==> src/rtl/block_draw_engine.sv <==
// Block plot engine: optional erase of a BLK_W x BLK_H block at an old position,
// then a draw at a new position, streamed one pixel per clock to the VGA adapter.
module block_draw_engine #(
    parameter int unsigned BLK_W     = 20,
    parameter int unsigned BLK_H     = 4,
    parameter int unsigned SCREEN_W  = 160,
    parameter int unsigned SCREEN_H  = 120,
    parameter logic [2:0]  BG_COLOUR = 3'b000
) (
    input  logic       clk,
    input  logic       resetn,
    input  logic       start,
    input  logic       erase_en,
    input  logic [7:0] erase_x,
    input  logic [6:0] erase_y,
    input  logic [7:0] draw_x,
    input  logic [6:0] draw_y,
    input  logic [2:0] colour,
    output logic [7:0] vga_x,
    output logic [6:0] vga_y,
    output logic [2:0] vga_colour,
    output logic       vga_plot,
    output logic       busy,
    output logic       done
);

    typedef enum logic [1:0] {
        S_IDLE,
        S_ERASE,
        S_DRAW,
        S_DONE
    } state_t;

    localparam logic [5:0] PX_MAX = 6'(BLK_W - 1);
    localparam logic [3:0] PY_MAX = 4'(BLK_H - 1);
    localparam logic [8:0] SW_LIM = 9'(SCREEN_W);
    localparam logic [7:0] SH_LIM = 8'(SCREEN_H);

    state_t     r_state;
    state_t     w_next;
    logic [5:0] r_px;
    logic [3:0] r_py;
    logic       r_erase_en;
    logic [7:0] r_erase_x;
    logic [6:0] r_erase_y;
    logic [7:0] r_draw_x;
    logic [6:0] r_draw_y;
    logic [2:0] r_colour;

    logic       w_last_px;
    logic       w_pass_end;
    logic       w_active;
    logic [7:0] w_base_x;
    logic [6:0] w_base_y;
    logic [8:0] w_sum_x;
    logic [7:0] w_sum_y;
    logic       w_visible;

    assign w_last_px  = (r_px == PX_MAX);
    assign w_pass_end = w_last_px && (r_py == PY_MAX);

    always_ff @(posedge clk) begin
        if (!resetn) begin
            r_state    <= S_IDLE;
            r_px       <= '0;
            r_py       <= '0;
            r_erase_en <= 1'b0;
            r_erase_x  <= '0;
            r_erase_y  <= '0;
            r_draw_x   <= '0;
            r_draw_y   <= '0;
            r_colour   <= '0;
        end else begin
            r_state <= w_next;
            case (r_state)
                S_IDLE: begin
                    r_px <= '0;
                    r_py <= '0;
                    if (start) begin
                        r_erase_en <= erase_en;
                        r_erase_x  <= erase_x;
                        r_erase_y  <= erase_y;
                        r_draw_x   <= draw_x;
                        r_draw_y   <= draw_y;
                        r_colour   <= colour;
                    end
                end
                S_ERASE, S_DRAW: begin
                    // Counters wrap to zero on the last pixel, so the next pass starts clean
                    if (w_last_px) begin
                        r_px <= '0;
                        r_py <= (r_py == PY_MAX) ? '0 : r_py + 4'd1;
                    end else begin
                        r_px <= r_px + 6'd1;
                    end
                end
                default: begin
                    r_px <= '0;
                    r_py <= '0;
                end
            endcase
        end
    end

    always_comb begin
        w_next = r_state;
        case (r_state)
            S_IDLE:  if (start) w_next = erase_en ? S_ERASE : S_DRAW;
            S_ERASE: if (w_pass_end) w_next = S_DRAW;
            S_DRAW:  if (w_pass_end) w_next = S_DONE;
            S_DONE:  w_next = S_IDLE;
            default: w_next = S_IDLE;
        endcase
    end

    always_comb begin
        vga_x      = '0;
        vga_y      = '0;
        vga_colour = '0;
        vga_plot   = 1'b0;
        busy       = (r_state != S_IDLE);
        done       = (r_state == S_DONE);
        w_active   = (r_state == S_ERASE) || (r_state == S_DRAW);
        w_base_x   = (r_state == S_ERASE) ? r_erase_x : r_draw_x;
        w_base_y   = (r_state == S_ERASE) ? r_erase_y : r_draw_y;
        w_sum_x    = {1'b0, w_base_x} + {3'b000, r_px};
        w_sum_y    = {1'b0, w_base_y} + {4'b0000, r_py};
        w_visible  = (w_sum_x < SW_LIM) && (w_sum_y < SH_LIM);
        if (r_state == S_ERASE) vga_colour = BG_COLOUR;
        if (r_state == S_DRAW)  vga_colour = r_colour;
        // Off-screen pixels still take their cycle so pass length never depends on position
        if (w_active && w_visible) begin
            vga_plot = 1'b1;
            vga_x    = w_sum_x[7:0];
            vga_y    = w_sum_y[6:0];
        end
    end

endmodule

==> config.mk <==
export PLATFORM = sky130hd
export DESIGN_NAME = block_draw_engine
export DESIGN_NICKNAME = d
export VERILOG_FILES = /design/src/rtl/block_draw_engine.sv
export SDC_FILE = /design/constraint.sdc
export NUM_CORES = 1
export LEC_CHECK = 0
export CAP_MARGIN = 20
export CORE_ASPECT_RATIO = 1.2
export CORE_MARGIN = 2
export CORE_UTILIZATION = 39
export CTS_CLUSTER_DIAMETER = 120
export CTS_CLUSTER_SIZE = 24
export DETAILED_ROUTE_END_ITERATION = 8
export GPL_TIMING_DRIVEN = 0
export HOLD_SLACK_MARGIN = 0.02
export PLACE_DENSITY = 0.7
export SLEW_MARGIN = 0
export SYNTH_ARGS = -nofsm -noshare
export SYNTH_HDL_FRONTEND = slang
export SYNTH_SLANG_ARGS = --single-unit
==> constraint.sdc <==
create_clock -name clk -period 7.3 [get_ports clk]
set_input_delay 0.73 -clock clk [delete_from_list [all_inputs] [get_ports clk]]
set_output_delay 0.73 -clock clk [all_outputs]
set_load 0.02 [all_outputs]
Word level (Yosys, flattened, before mapping) --
Index checks and enable logic that the tools add are counted.
Operators by class: add/subtract/negate cells 4, muxes and demuxes 12, bitwise operators 2, order comparisons 2, reduce and logical (&&, ||, !) cells 11, eq/ne operators 8
Operator list (count):
- 2-to-1 mux 8 bit | 2
- 2-to-1 mux 7 bit | 2
- adder 8 x 6 -> 9 bit | 1
- < comparator 9 x 8 -> 1 bit, second input constant | 1
- adder 7 x 4 -> 8 bit | 1
- < comparator 8 x 7 -> 1 bit, second input constant | 1
- 2-to-1 mux 2 bit | 4
- one-hot mux 2 bit (4 select lines) | 1
- adder 6 x 1 -> 6 bit, second input constant | 1
- == test 6 x 5 -> 1 bit, second input constant | 1
- inequality test 2 bit, second input constant | 3
- adder 4 x 1 -> 4 bit, second input constant | 1
- == test 2 bit, second input constant | 2
- == test 4 x 2 -> 1 bit, second input constant | 1
- 2-to-1 mux 4 bit | 1
- AND reduction 2 bit | 2
- logical AND 1 bit | 3
- 2-to-1 mux 3 bit | 1
- AND reduction 3 bit | 1
- OR reduction 3 bit | 1
- == test 2 x 1 -> 1 bit, second input constant | 1
- zero test 2 bit | 1
- inverter 1 bit | 2
- nonzero test 2 bit | 1
- 3 further kinds | 3
Word-level totals: input port bits 37, bits in registers 45

Longest topological paths before layout --
depth in word-level cells 7, depth in mapped cells 15, gate-level depth less buffers 12

Worst setup path after synthesis --
Ideal clock, no wire load.
path type register -> output, start register r_state[1], end output port vga_x[7], stages on the path, launching flop included 13, setup slack 3021 ps, required time 6570 ps, data arrival time 3549 ps, cell sequence dfxtp_1 > inv_1 > ha_1 > buf_4 > buf_1 > mux2_1 > ha_1 > fa_1 > a21o_2 > a221oi_2 > nand2b_2 > nand3_1 > nor4_1
Between the ends: word-level cells in the longest chain between the ends 7
Ends and longest elaborated chain:
- from (decl) | line 39 | state_t r_state;
- from (signal assigned) | line 74 | r_state <= w_next;
- == test 2 x 1 -> 1 bit | line 123, 124, 125
- 2-to-1 mux 8 bit / 2-to-1 mux 7 bit (equally long branches) | line 124, 125
- adder 8 x 6 -> 9 bit / adder 7 x 4 -> 8 bit (equally long branches) | line 126, 127
- < comparator 9 x 8 -> 1 bit / < comparator 8 x 7 -> 1 bit (equally long branches) | line 128 | w_visible = (w_sum_x < SW_LIM) && (w_sum_y < SH_LIM);
- logical AND 1 bit | line 128
- logical AND 1 bit | line 132 | if (w_active && w_visible) begin
- 2-to-1 mux 8 bit (*) | line 132
- to (decl) | line 19 | output logic [7:0] vga_x,
Mark *: on every way between the ends. The rest lies on a longest branch, timed or not.

Worst setup path in the final report --
start register r_state[1], end output port vga_x[2]
The elaborated chain is that of the path after synthesis.

==> metrics.txt <==
IO buf count 57; CP delay by family, top buffers and inverters; Post-CTS Setup Bufs 0; Largest stage delay, worst path around 0.53 ns; CTS tree built; Initial Utilization between 30 and 40%; minimum hold slack 0.4516 ns; Synth Register Bits 45; Root Driver clkbuf_8; ratio of final minimum period to clock period roughly three quarters; pwr/cell area 269.7 nW/µm²; Die X between 80 and 90 µm; largest net degree at the start of global routing 14; Max rail drop VDD 0.1585 mV; syn nets 381; placed wire-length estimate about 4700 µm; Mapped Area about 2700 µm²; crit-path cells inv_1 > ha_1 > buf_4 > buf_1 > mux2_1 > ha_1 > fa_1 > a21o_2 > a221oi_2 > xor2_1 > nor2_1 > o2111ai_2 > buf_6 > nor2_2 > clkdlybuf4s50_1; Synth area leader dfxtp_1; CP Buf/Inv Count 5; Post-synth top flop dfxtp_1; share of layout cells above drive strength 1 between 8 and 9%; Avg WL per Cell ~12 µm; clock power share around 18%; library cells used by synthesis 53; GRT Total Usage 15.92%; total global routing overflow 0; CP max FO 10; Syn Area/Cell 8.414 µm²; minimum clock period 5.394 ns; Layout Area Growth over Synthesis 28.73%; Critical-path top delay cell clkdlybuf4s50_1; Post-CTS Resized 0; final antenna-violating net count 0; GPL Wtd Cong slightly above 0.8; status finished clean; Slew HR ~54%; Fmax 0.1854 GHz; P_leak between 0.001 and 0.0015 µW; Post-CTS Hold Buffers 0; Final Hold Vio Count 0; FP Rows 33; clock skew 0.008306 ns; EDFF count, synth 0; worst-margin pin slew around 0.69 ns; Cells after Synth 323; Hold Path Class reg -> reg; H-tree Lvls 2; nets 445; WS Path Type reg -> out; CP Data Required Time 6.57 ns; Die ar. approximately 7700 µm²; Sequential Power Share between 30 and 40%; routed via count about 2,300; vias in the first global route 2,112; MaxCap Viol Count 0; CTS buffer count 5; Antenna diodes 0; # DRC 0; final setup fails 0; Synth top area share 33.15%; number of top-level pins 58; RSZ-0062 raised after global routing false; initial DRC count 79; YS warnings 0; CP Launch Type register; CP most frequent cell ha_1; switch share 39.76%; Worst setup EP type output port; Final Max Slew Viols 0; Core Area ~6800 µm²; setup TNS 0 ns; sequential area share after synthesis 33.15%; clock sink count 45; crit path DAT ~4.7 ns; ys async rst share 0%; Clock Latency Late Sink 0.30 ns; Int Pwr 568.4 µW; Die H ~95 µm; Comb power frac around half; initial antenna violation count 0; vias per cell slightly below 5; Clock Pin Slew Worst Setup and Hold Paths around 0.080 ns; top cells by area, synth dfxtp_1 33%, nand2_1 11%, a21boi_1 9.1%; net load switching power roughly 380 µW; first-pass GRT wire length approximately 9500 µm; routed wire length approximately 5800 µm; first drt pass iteration count 5; Bufs on Longest Clock Path 2
-- cell usage after synthesis (3+ instances only) --
cell type  number
a21boi_1       33
a21oi_1         5
and2_1          4
clkbuf_1       10
dfxtp_1        45
ha_1           19
inv_1          11
mux2_1         10
mux2i_1         5
nand2_1        78
nand3_1         7
nor2_1         23
nor2_2          9
o21ai_0         3
xnor2_1         7
xor2_1         10
-- layout by cell type, fill, tap and decap left out, drive strengths merged, types with 2 or more instances in the layout --
master,count
o21ai,5
nand3,7
xor2,10
xnor2,7
a21oi,6
clkbuf,17
nor2,32
nand2,78
and3,2
nor2b,2
dfxtp,45
and2,4
mux2i,6
o211a,2
mux2,12
inv,13
clkdlybuf4s50,57
nand2b,2
fa,2
buf,3
o2111ai,2
a31oi,2
nor3b,2
a21o,3
ha,19
nor4,2
a21boi,33
-- through the flow --
step / std cells / area (µm²) / util, % / power [µW] / setup WS [ns]
2_1_floorplan: 323 / 2718 / - / 634.7 / 3.021
3_3_place_gp: 467 / 3397 / 49.86 / 780.7 / 2.251
3_5_place_dp: 467 / 3397 / 49.86 / 789.7 / 2.223
4_1_cts: 475 / 3498 / 51.35 / 956.8 / 1.871
5_1_grt: 475 / 3498 / 51.35 / 1015 / 1.622
6_report: 475 / 3498 / 51.35 / 943.5 / 1.906
-- power by group through the flow --
stage / Combinational (µW) / Clock [µW] / Sequential, µW
floorplan: 328 / 0 / 306
global placement: 470 / 0 / 311
detailed placement: 476 / 0 / 313
CTS: 479 / 171 / 307
global route: 521 / 182 / 312
finish: 470 / 167 / 307
-- kinds of logic after synthesis --
| group | synth area share (%) |
|---|---|
| flops | 33.15 |
| compound gates | 16.85 |
| xor+xnor | 5.479 |
| buf+inv | 4.006 |
| fa+ha+maj | 10.22 |
| simple gates | 22.84 |
| mux | 7.458 |
-- area by class of cell --
class | instances | area (µm²)
flip-flops and latches | 45 | 900.9
clock buffers | 7 | 96.34
inverters | 13 | 48.80
repair buffers | 57 | 570.5
plain buffers | 13 | 60.06
fillers | 676 | 3314
clock inverters | 1 | 5.005
multi-input cells | 252 | 1708
well taps | 87 | 108.9
-- path summary, 6_finish.rpt --
path,start,cells after the start,end,slack [ns]
worst max register to register,r_px[1],7,r_state[0],5.23
worst max-delay path,r_state[1],15,vga_x[2],1.91
worst min register to register,r_colour[2],2,r_colour[2],0.45
worst min-delay path,r_colour[2],2,r_colour[2],0.45
-- metal layers --
layer,vias to the layer above,wire length [µm],global-route usage (%)
met5,-,0,0
met4,0,94,5.367
met3,8,225,2.652
met2,52,2743,26.94
met1,1045,2730,20.48
li1,1209,-,-
-- sequential cells by signal, indices dropped and copies added (netlist names) --
name / flops
r_colour: 3
r_draw_y: 7
r_px: 6
r_erase_y: 7
r_state: 2
r_erase_x: 8
r_py: 4
r_draw_x: 8
-- worst reg2reg max path: stages (launching register included) --
cell	delay, ns
dfxtp_1	0.42
ha_1	0.24
nand2_1	0.08
nor4_2	0.52
a31oi_1	0.20
a21oi_1	0.30
nand2_1	0.09
o211a_1	0.13
Power figures use the tool's default switching activity.
